$ cat src/rtl/pc_pkg.sv
// Shared definitions for the program counter slice.
//   PC_WIDTH        address width in bits
//   PC_RESET_ADDR   endAtual value after reset
//   PC_STACK_DEPTH  return-address stack entries (power of two, >=2)
//   pc_addr_t       address type
//   pc_cmd_t        decoded command, one per cycle
//   decodeCmd       priority decode: retorna > chama > carrega > incrementa > hold
package pc_pkg;

   localparam int PC_WIDTH       = 8;
   localparam int PC_STACK_DEPTH = 4;

   typedef logic [PC_WIDTH-1:0] pc_addr_t;

   localparam pc_addr_t PC_RESET_ADDR = 8'h00;

   typedef enum logic [2:0] {
      CMD_HOLD,
      CMD_INC,
      CMD_LOAD,
      CMD_CALL,
      CMD_RET
   } pc_cmd_t;

   // Only the highest-priority asserted command survives.
   function automatic pc_cmd_t decodeCmd(input logic ret, input logic call,
                                         input logic load, input logic inc);
      if (ret)       return CMD_RET;
      else if (call) return CMD_CALL;
      else if (load) return CMD_LOAD;
      else if (inc)  return CMD_INC;
      else           return CMD_HOLD;
   endfunction

endpackage

$ cat src/rtl/pc_pilha.sv
// LIFO return-address stack for the program counter.
//   clk    in   system clock, rising edge
//   reset  in   synchronous active-high reset (empties the stack)
//   push   in   write din on top (ignored when full)
//   pop    in   discard top entry (ignored when empty)
//   din    in   WIDTH address to push
//   dout   out  WIDTH current top entry (don't-care when empty)
//   vazia  out  stack holds 0 entries
//   cheia  out  stack holds DEPTH entries
// push and pop are never requested together by the top level; push wins if they are.
module pc_pilha
   import pc_pkg::*;
#(
   parameter int WIDTH = PC_WIDTH,
   parameter int DEPTH = PC_STACK_DEPTH
) (
   input  logic             clk,
   input  logic             reset,
   input  logic             push,
   input  logic             pop,
   input  logic [WIDTH-1:0] din,
   output logic [WIDTH-1:0] dout,
   output logic             vazia,
   output logic             cheia
);

   localparam int PW = $clog2(DEPTH);

   logic [WIDTH-1:0] mem [DEPTH];
   logic [PW:0]      count;
   logic [PW-1:0]    topIdx;

   // NOTE: sequential state is assigned with <= so every flop samples pre-edge values.
   always_ff @(posedge clk) begin
      if (reset) begin
         count <= '0;
      end else if (push && !cheia) begin
         count <= count + 1'b1;
      end else if (pop && !vazia) begin
         count <= count - 1'b1;
      end
   end

   // NOTE: storage has no reset; the count alone defines which entries are valid.
   always_ff @(posedge clk) begin
      if (!reset && push && !cheia) begin
         mem[count[PW-1:0]] <= din;
      end
   end

   // Wraps to the last slot when empty; the value is unused then.
   assign topIdx = count[PW-1:0] - PW'(1);
   assign dout   = mem[topIdx];

   // Flags decode the registered count, so they change only on a clock edge.
   assign vazia = (count == '0);
   assign cheia = (count == (PW+1)'(DEPTH));

endmodule

$ cat src/rtl/pc.sv
// Program counter with call/return stack.
//   clk         in   system clock, rising edge
//   reset       in   synchronous active-high reset, wins over every command
//   novoEnd     in   WIDTH jump/call target
//   carrega     in   load novoEnd
//   incrementa  in   advance by one (wraps modulo 2^WIDTH)
//   chama       in   call: push endAtual+1, jump to novoEnd
//   retorna     in   return: jump to popped address
//   endAtual    out  WIDTH current instruction address (registered)
//   pilhaVazia  out  stack empty
//   pilhaCheia  out  stack full
//   erroPilha   out  sticky overflow/underflow flag, cleared only by reset
module pc
   import pc_pkg::*;
#(
   parameter int               WIDTH       = PC_WIDTH,
   parameter logic [WIDTH-1:0] RESET_ADDR  = PC_RESET_ADDR,
   parameter int               STACK_DEPTH = PC_STACK_DEPTH
) (
   input  logic             clk,
   input  logic             reset,
   input  logic [WIDTH-1:0] novoEnd,
   input  logic             carrega,
   input  logic             incrementa,
   input  logic             chama,
   input  logic             retorna,
   output logic [WIDTH-1:0] endAtual,
   output logic             pilhaVazia,
   output logic             pilhaCheia,
   output logic             erroPilha
);

   pc_cmd_t          cmd;
   logic [WIDTH-1:0] nextAddr;
   logic [WIDTH-1:0] retAddr;
   logic [WIDTH-1:0] topAddr;
   logic             pushReq;
   logic             popReq;
   logic             stackErr;

   assign cmd     = decodeCmd(retorna, chama, carrega, incrementa);
   assign retAddr = endAtual + WIDTH'(1);

   // NOTE: every output of this block gets a default first, so no path can infer a latch.
   always_comb begin
      nextAddr = endAtual;
      pushReq  = 1'b0;
      popReq   = 1'b0;
      stackErr = 1'b0;
      case (cmd)
         CMD_RET: begin
            if (!pilhaVazia) begin
               nextAddr = topAddr;
               popReq   = 1'b1;
            end else begin
               stackErr = 1'b1;
            end
         end
         CMD_CALL: begin
            // The jump is taken even when the push has to be dropped.
            nextAddr = novoEnd;
            if (!pilhaCheia) pushReq  = 1'b1;
            else             stackErr = 1'b1;
         end
         CMD_LOAD: nextAddr = novoEnd;
         CMD_INC:  nextAddr = retAddr;
         default:  nextAddr = endAtual;
      endcase
   end

   always_ff @(posedge clk) begin
      if (reset) begin
         endAtual  <= RESET_ADDR;
         erroPilha <= 1'b0;
      end else begin
         endAtual <= nextAddr;
         if (stackErr) erroPilha <= 1'b1;
      end
   end

   pc_pilha #(
      .WIDTH (WIDTH),
      .DEPTH (STACK_DEPTH)
   ) uPilha (
      .clk   (clk),
      .reset (reset),
      .push  (pushReq),
      .pop   (popReq),
      .din   (retAddr),
      .dout  (topAddr),
      .vazia (pilhaVazia),
      .cheia (pilhaCheia)
   );

endmodule

$ cat config.mk
export PLATFORM = sky130hd
export DESIGN_NAME = pc
export DESIGN_NICKNAME = d
export VERILOG_FILES = /design/src/rtl/pc_pkg.sv /design/src/rtl/pc_pilha.sv /design/src/rtl/pc.sv
export SDC_FILE = /design/constraint.sdc
export NUM_CORES = 1
export LEC_CHECK = 0
export ABC_AREA = 0
export CAP_MARGIN = 0
export CORE_MARGIN = 5
export CORE_UTILIZATION = 35
export DETAILED_ROUTE_END_ITERATION = 12
export PLACE_DENSITY = 0.55
export RECOVER_POWER = 50
export SLEW_MARGIN = 20
export SYNTH_ARGS = -nofsm -noshare
export SYNTH_HDL_FRONTEND = slang
export SYNTH_SLANG_ARGS = --single-unit
$ cat constraint.sdc
create_clock -name clk -period 3 [get_ports clk]
set_input_delay 0.3 -clock clk [delete_from_list [all_inputs] [get_ports clk]]
set_output_delay 0.3 -clock clk [all_outputs]
set_load 0.03 [all_outputs]
Yosys cells after proc, flatten, opt, wreduce, memory -nomap -nowiden
Memory sizes are Yosys's and may differ from the RTL's.
Cells that the tools add are included.
Cells by class
  add/sub/neg operators: 4
  eq/ne operators: 6
  muxes and demuxes: 17
  reduce and logical (&&, ||, !) cells: 12
Operator list (count)
  case mux 8 bit (3 select lines): 1
  2-to-1 mux 1 bit: 9
  2-to-1 mux 3 bit: 3
  adder 8 x 1 -> 8 bit, second input constant: 1
  2-to-1 mux 8 bit: 1
  equality test 3 x 2 -> 1 bit, second input constant: 2
  equality test 3 bit, second input constant: 2
  logical AND 1 bit: 4
  2-to-1 mux 2 bit: 2
  adder 3 x 1 -> 3 bit, second input constant: 1
  equality test 3 x 1 -> 1 bit, second input constant: 1
  logical NOT 1 bit: 3
  logical NOT 3 bit: 1
  nonzero test 3 bit: 1
  subtractor 3 x 1 -> 3 bit, second input constant: 1
  inequality test 2 bit, second input constant: 1
  case mux 1 bit (2 select lines): 1
  AND reduction 2 bit: 1
  nonzero test 2 bit: 1
  OR reduction 2 bit: 1
  subtractor 2 x 1 -> 2 bit, second input constant: 1
Storage, ports and cells
  register bits: 12
  bits in writable memories: 32
  input port bits: 14
  output and inout bits: 11
  logic and storage cells: 43
  memories kept: 1
Memory list
  uPilha.mem: words 4, bits a word 8, rd ports 1, clocked after Yosys merged registers in 0, wr ports 1, RTL line pc_pilha.sv:29  | logic [WIDTH-1:0] mem [DEPTH];

Logic depth before layout (Yosys ltp)
Gate-level depths: netlist (run 1).
  depth after elaboration: 10
  mapped depth: 10
  gate-level depth less buffers: 9

By module
Synthesis (run 1) repeated with hierarchy kept, for this count alone.
Unflattened totals
  cells, all modules: 162
  area, all modules: 2159.6 um^2
By module, submodules not included
  pc_pilha: instances 1, cells an instance 79, area an instance 1476.4 um^2
  pc: instances 1, cells an instance 83, area an instance 683.2 um^2

Worst setup path before layout (run 1)
No wires, ideal clock.
  kind: reg-to-reg
  from: reg uPilha.count[0]
  to: reg endAtual[4]
  setup time: 0.128 ns
  arrival time: 2.018 ns
  data required time: 2.872 ns
  setup slack: 0.854 ns
  cell stages (with the launch flop): 9
  period minus slack after synthesis: 2.146 ns
  path through: dfxtp_1 > buf_6 > inv_1 > ha_1 > clkbuf_1 > mux4_2 > a222oi_1 > a2bb2oi_1 > nor2_1
Between the ends
  cells in the longest elaborated chain, start to end: 4
RTL lines
  from (decl): RTL line pc_pilha.sv:30  | logic [PW:0] count;
  from (signal assigned): RTL line pc_pilha.sv:38  | count <= count + 1'b1;
  from (signal assigned): RTL line pc_pilha.sv:40  | count <= count - 1'b1;
  subtractor 2 x 1 -> 2 bit: RTL line pc_pilha.sv:52  | assign topIdx = count[PW-1:0] - PW'(1);
  net uPilha.topIdx[0]: RTL line pc_pilha.sv:31  | logic [PW-1:0] topIdx;
  memory (4 x 8 bit)
  2-to-1 mux 8 bit: RTL line pc.sv:52  | if (!pilhaVazia) begin
  case mux 8 bit (3 select lines): RTL line pc.sv:50  | case (cmd)
  to (signal assigned): RTL line pc.sv:76  | endAtual <= nextAddr;
  to (decl): RTL line pc.sv:27  | output logic [WIDTH-1:0] endAtual,
The timed path passes the listed nets, and every way through them passes these cells. The select of a mux whose other input is x is not followed.
A chain may end at the register's enable or synchronous reset.

Final worst setup path (run 1)
  from: reg uPilha.count[1]
  to: out pilhaVazia
Between the ends
  cells in the longest elaborated chain, start to end: 1
RTL lines
  logical NOT 3 bit: RTL line pc_pilha.sv:56  | assign vazia = (count == '0);
  to (decl): RTL line pc.sv:28  | output logic pilhaVazia,
Every way passes these cells.

==> results of run 1 <==
[cell families (layout without fill, tap and decap cells)]
kind of cell	after synthesis	in the layout
multiplexers	12	12
adder cells (fa/ha/maj)	6	6
XOR/XNOR	7	7
AND/OR/NAND/NOR	44	44
AO/OA/AOI/OAI	23	23
flip-flops	44	44
buffers and inverters	13	42
[worst min-delay path: stages (launching register included)]
cell	delay [ps]
dfxtp_1	330
a21oi_1	40
nor2_1	80
[flip-flops by register name, indices dropped and copies added (netlist names)]
signal,cells
uPilha.mem,32
endAtual,8
erroPilha,1
uPilha.count,3
[layer usage]
metal | vias to the layer above | track usage (%) | routed length (microns) | share of wire (%)
li1 | 624 | - | - | -
met1 | 634 | 18.0 | 2180 | 48
met2 | 26 | 20.9 | 2180 | 47
met3 | 2 | 3.80 | 206 | 4.5
met4 | 0 | 3.40 | 24 | 0.52
met5 | - | 0 | 0 | 0
[report_power, final]
part / switching [mW] / total [mW] / leakage (nW) / internal, mW
sequential: 0.0854 / 0.889 / 0.392 / 0.803
combinational: 0.477 / 0.832 / 0.453 / 0.355
clock: 0.198 / 0.444 / 0.0558 / 0.247
[cell type report]
| type | instances | area [sq um] | share of cell area [%] |
|---|---|---|---|
| flip-flops and latches | 44 | 1200 | 48.5 |
| multi-input cells | 92 | 782 | 31.6 |
| clock inverters | 3 | 42.5 | 1.72 |
| repair buffers | 28 | 270 | 10.9 |
| well taps | 72 | 90.1 | 3.64 |
| inverters | 6 | 22.5 | 0.909 |
| clock buffers | 5 | 68.8 | 2.78 |
[worst paths after layout]
path                    from           to  slack [ps]  cells after the start
min                erroPilha    erroPilha         490                      2
max          uPilha.count[1]   pilhaVazia         750                      5
max reg2reg  uPilha.count[1]  endAtual[4]         910                      6
min reg2reg        erroPilha    erroPilha         490                      2
[placed cells by master, fill, tap and decap left out, types with 5 or more instances in the layout]
master,n
dfxtp_1,12
edfxtp_1,32
ha_1,5
clkbuf_8,5
clkdlybuf4s50_1,14
a211oi_1,5
nand2_1,8
nand3_1,5
a21oi_1,6
inv_1,6
dlygate4sd3_1,10
nor2_1,17
[metrics by stage]
step / std cells / utilization (%) / area [sq um] / setup WS [ps] / power [mW]
5_1_grt: 250 / 44.4 / 2480 / 573 / 2.30
2_1_floorplan: 149 / - / 2040 / 854 / 1.46
3_3_place_gp: 242 / 42.4 / 2370 / 786 / 1.75
6_report: 250 / 44.4 / 2480 / 749 / 2.17
3_5_place_dp: 242 / 42.4 / 2370 / 728 / 1.77
4_1_cts: 250 / 44.4 / 2480 / 720 / 2.20
==> summary.md, run 1 <==
| Metric | Value |
|---|---|
| DRC | 0 |
| Critical path buffers and inverters | 3 |
| Slowest stage cell on the critical path | clkdlybuf4s50_1 |
| Die outline height | 86.4 microns |
| Outcome | finished clean |
| Crit Path Max Fanout | 6 |
| GRT overflow | 0 |
| Seq/Total Area, Yosys | 58.8% |
| Post-Syn Area | 2040 sq um |
| I/O Buffers | 24 |
| Pwr per Cell Area | 874 nW/um^2 |
| WP data required | 2700 ps |
| Layout cell share with drive strength beyond 1 | 11.8% |
| Die width | 86.4 microns |
| Row cnt | 27 |
| Nets@finish | 197 |
| Half-perimeter wire length after placement | 3.27 mm |
| First-pass GRT wire length | 7.42 mm |
| Count leader, synth | edfxtp_1 |
| Top FF cell, synth | edfxtp_1 |
| Largest family of logic cells by synthesized area | multiplexers |
| Setup violators final | 0 |
| N_diodes | 0 |
| H-Tree Depth | 2 |
| CP delay by family, top | buffers and inverters |
| CTS hold repair buffers | 0 |
| CP max stage delay | 680 ps |
| RePlAce Congestion | 0.726 |
| Synth warnings | 0 |
| Setup CP Type | reg2out |
| CP endpoint kind | output port |
| Post-CTS Resized | 0 |
| Simple-Gate Fraction of Synth Area | 11.0% |
| Synth area leaders | edfxtp_1 47%, dfxtp_1 12%, mux4_1 5.1% |
| Largest net degree at the start of global routing | 15 |
| Area Growth Syn to Fin | 21.2% |
| Setup TNS Final | 0 ps |
| Synth cell types | 35 |
| Final Critical Period | 2250 ps |
| Leak | 0.901 nW |
| Routed wire length | 4.59 mm |
| Initial antenna violation count | 0 |
| Hold Path Class | reg2reg |
| Synth Area in XOR/XNOR | 3.00% |
| Worst IR Drop VDD | 338 uV |
| Smallest hold slack | 485 ps |
| Avg Cell Area, Syn | 13.7 sq um |
| Worst-path clk slew | 80 ps |
| Async SR Flop Fraction | 0% |
| CTS tree | done |
| Clk sinks | 44 |
| Routed vias/inst | 5.14 |
| Vias | 1286 |
| Maximum clock path buffer count | 2 |
| Crit path top cell by count | inv_1 |
| Complex-gate fraction of the synthesized area | 8.63% |
| Syn Inst Count | 149 |
| Post-synthesis sequential element count | 44 |
| RSZ-0062 raised after global routing | false |
| Number of routed nets with antenna violations | 0 |
| CTS buffer count | 5 |
| Post-synth EDFFs | 32 |
| Total I/O pin count | 25 |
| Initial DRC count | 83 |
| Mapped Nets | 169 |
| Max Fclk | 0.444 GHz |
| Total Routing Usage GR | 13.3% |
| Post-synthesis adder-cell area fraction | 4.04% |
| Worst-path cell chain | inv_1, ha_1, nand2b_1, inv_1, clkdlybuf4s50_1 |
| Number of fill cells in the layout | 512 |
| Initial Util | 36.7% |
| Post-CTS setup buffers | 0 |
| Max Clock Skew | 5.12 ps |
| Pre-Repair DR Iteration Count | 4 |
| Final period util | 75.0% |
| Startpoint Class | flip-flop |
| Yosys top cell by area | edfxtp_1 |
| Critical path arrival | 1950 ps |
| Avg WL per Cell | 18.4 microns |
| Synth cell count leaders | 32 x edfxtp_1, 17 x nor2_1, 12 x dfxtp_1 |
| Multiplexer area fraction after synthesis | 11.6% |
| Die area | 7470 sq um |
| Worst-Margin Slew | 654 ps |
| Clock root buffer | clkbuf_8 |
| Clock Latency Late Sink | 290 ps |
| Post-synth top area share | 47.0% |
| Vias in the first global route | 1354 |
| Max_cap viols | 0 |
| Max transition margin | 56.2% |
| Core area | 5570 sq um |
| Final Hold Viols | 0 |
| Slew Viols, Final | 0 |
Note: power is estimated with default switching activity, not from simulation.
==> run 2: changes to the inputs <==
- clock period: 3 -> 2.3 ns (I/O delays scaled with it)
==> run 2 against run 1 <==
  * Sequential share of layout area down 0.53 points
  * Sequential power up 30%
  * Clock power up 39%
  * Register-to-register slack worse by 680 ps
  * Clock skew up 5.3 ps
  * Setup slack worse by 540 ps
  * Non-clock buffer count up 2
  * Power up 32%
  * Die area unchanged
  * Flip-flop and latch count unchanged
  * Cell area up 1.1%
==> summary.md, run 2 (same netlist as run 1, synthesis figures left out) <==
| Metric | Value |
|---|---|
| Routed vias/inst | 5.25 |
| RSZ-0062 raised after global routing | false |
| DRC | 0 |
| Most frequent cells in the layout | 32 x edfxtp_1, 17 x nor2_1, 13 x clkdlybuf4s50_1 |
| Final core occ | 44.9% |
| WP data required | 2070 ps |
| Net Sw Frac | 34.8% |
| Area Growth Syn to Fin | 22.6% |
| Vias in the first global route | 1422 |
| Worst-Margin Slew | 487 ps |
| Dpl cell area | 2380 sq um |
| CP delay by family, top | buffers and inverters |
| Vias | 1324 |
| N_diodes | 0 |
| Pwr per Cell Area | 1140 nW/um^2 |
| Clk sinks | 44 |
| Max_cap viols | 0 |
| CP endpoint kind | output port |
| RePlAce Congestion | 0.772 |
| Number of fill cells in the layout | 522 |
| Initial antenna violation count | 0 |
| Hold Path Class | reg2reg |
| H-Tree Depth | 2 |
| Worst-path cell chain | inv_1, ha_1, nand2_1, inv_1, clkdlybuf4s50_1 |
| Final Hold Viols | 0 |
| Max Clock Skew | 10.4 ps |
| Maximum clock path buffer count | 2 |
| Leak | 0.925 nW |
| Half-perimeter wire length after placement | 3.20 mm |
| Largest register FFs | 32 |
| Outcome | finished clean |
| Crit path top cell by count | inv_1 |
| Largest net degree at the start of global routing | 15 |
| CTS tree | done |
| Total I/O pin count | 25 |
| CP max stage delay | 660 ps |
| Worst-path clk slew | 80 ps |
| Setup TNS Final | 0 ps |
| Critical path buffers and inverters | 3 |
| Post-CTS Resized | 0 |
| Core area | 5570 sq um |
| Die width | 86.4 microns |
| Post-Layout Inst Area | 2500 sq um |
| Internal | 1.86 mW |
| Routed met1 length | 1.98 mm |
| Initial Util | 36.7% |
| Startpoint Class | flip-flop |
| Die outline height | 86.4 microns |
| CTS hold repair buffers | 0 |
| First-pass GRT wire length | 7.39 mm |
| Met2 routed WL | 2.14 mm |
| Slowest stage cell on the critical path | clkdlybuf4s50_1 |
| Sequential share of power | 40.6% |
| Nets@finish | 199 |
| CTS buffer count | 5 |
| Hold path depth | 2 |
| Setup CP Type | reg2out |
| Post-CTS setup buffers | 0 |
| Final Critical Period | 2090 ps |
| Max transition margin | 67.5% |
| Clock Latency Late Sink | 290 ps |
| Worst IR Drop VDD | 546 uV |
| DR top layer | met4 |
| Slew Viols, Final | 0 |
| Pre-Repair DR Iteration Count | 4 |
| Final period util | 91.1% |
| Routed wire length | 4.56 mm |
| WP depth | 5 |
| Combinational Power Share | 37.8% |
| Layout cell share with drive strength beyond 1 | 13.3% |
| GRT overflow | 0 |
| Max Fclk | 0.477 GHz |
| Clock share of power | 21.5% |
| R2R depth | 6 |
| Setup violators final | 0 |
| Routed met3 length | 386 microns |
| Row cnt | 27 |
| Clock root buffer | clkbuf_8 |
| Avg WL per Cell | 18.1 microns |
| Die area | 7470 sq um |
| Psw | 0.997 mW |
| Crit Path Max Fanout | 6 |
| Critical path arrival | 1860 ps |
| Total Routing Usage GR | 13.1% |
| I/O Buffers | 24 |
| Commonest non-fill, non-tap cell in the layout | edfxtp_1 |
| Initial DRC count | 105 |
| Number of routed nets with antenna violations | 0 |
## run 2: worst paths after layout
check	slack (ps)	from	endpoint
worst max-delay path	210	uPilha.count[1]	pilhaCheia
worst min-delay path	470	erroPilha	erroPilha
worst max register to register	230	uPilha.count[1]	endAtual[4]
worst min register to register	470	erroPilha	erroPilha
## run 2: worst min-delay path, stage by stage, from the launching register on
cell and delay [ps]:
dfxtp_1 330, a21oi_1 40, nor2_1 70
## run 2: area by class of cell
| cell class | count | area [sq um] | share of cell area [%] |
|---|---|---|---|
| multi-input cells | 92 | 782 | 31.2 |
| flip-flops and latches | 44 | 1200 | 48.0 |
| repair buffers | 30 | 288 | 11.5 |
| inverters | 6 | 22.5 | 0.899 |
| well taps | 72 | 90.1 | 3.60 |
| clock buffers | 6 | 82.6 | 3.30 |
| clock inverters | 2 | 38.8 | 1.55 |
## run 2: metrics by stage
step           setup WS, ps  hold WS, ps  cells  power, mW
6_report                205          470    252       2.86
5_1_grt                32.7          528    252       3.02
4_1_cts                 120          488    252       2.92
3_5_place_dp            132          468    244       2.29
3_3_place_gp            163          455    244       2.27
2_1_floorplan           154          309    149       1.91
## run 2: power groups by stage
stage                     Sequential [mW]  Clock [mW]  Combinational (mW)
final                                1.16       0.617                1.08
after global routing                 1.18       0.663                1.18
after CTS                            1.17       0.632                1.12
after detailed placement             1.18           0                1.11
after global placement               1.17           0                1.10
after floorplan                      1.28           0               0.623
## run 2: layer usage
layer	vias up	track usage (%)
met5	-	0
met4	0	4.11
met3	7	3.23
met2	65	21.3
met1	623	17.1
li1	629	-
==> run 3: changes to the inputs <==
- GPL_ROUTABILITY_DRIVEN: not set -> 0
==> results of run 3 <==
No change in the layout: final DEF, timing and power equal those of run 2.
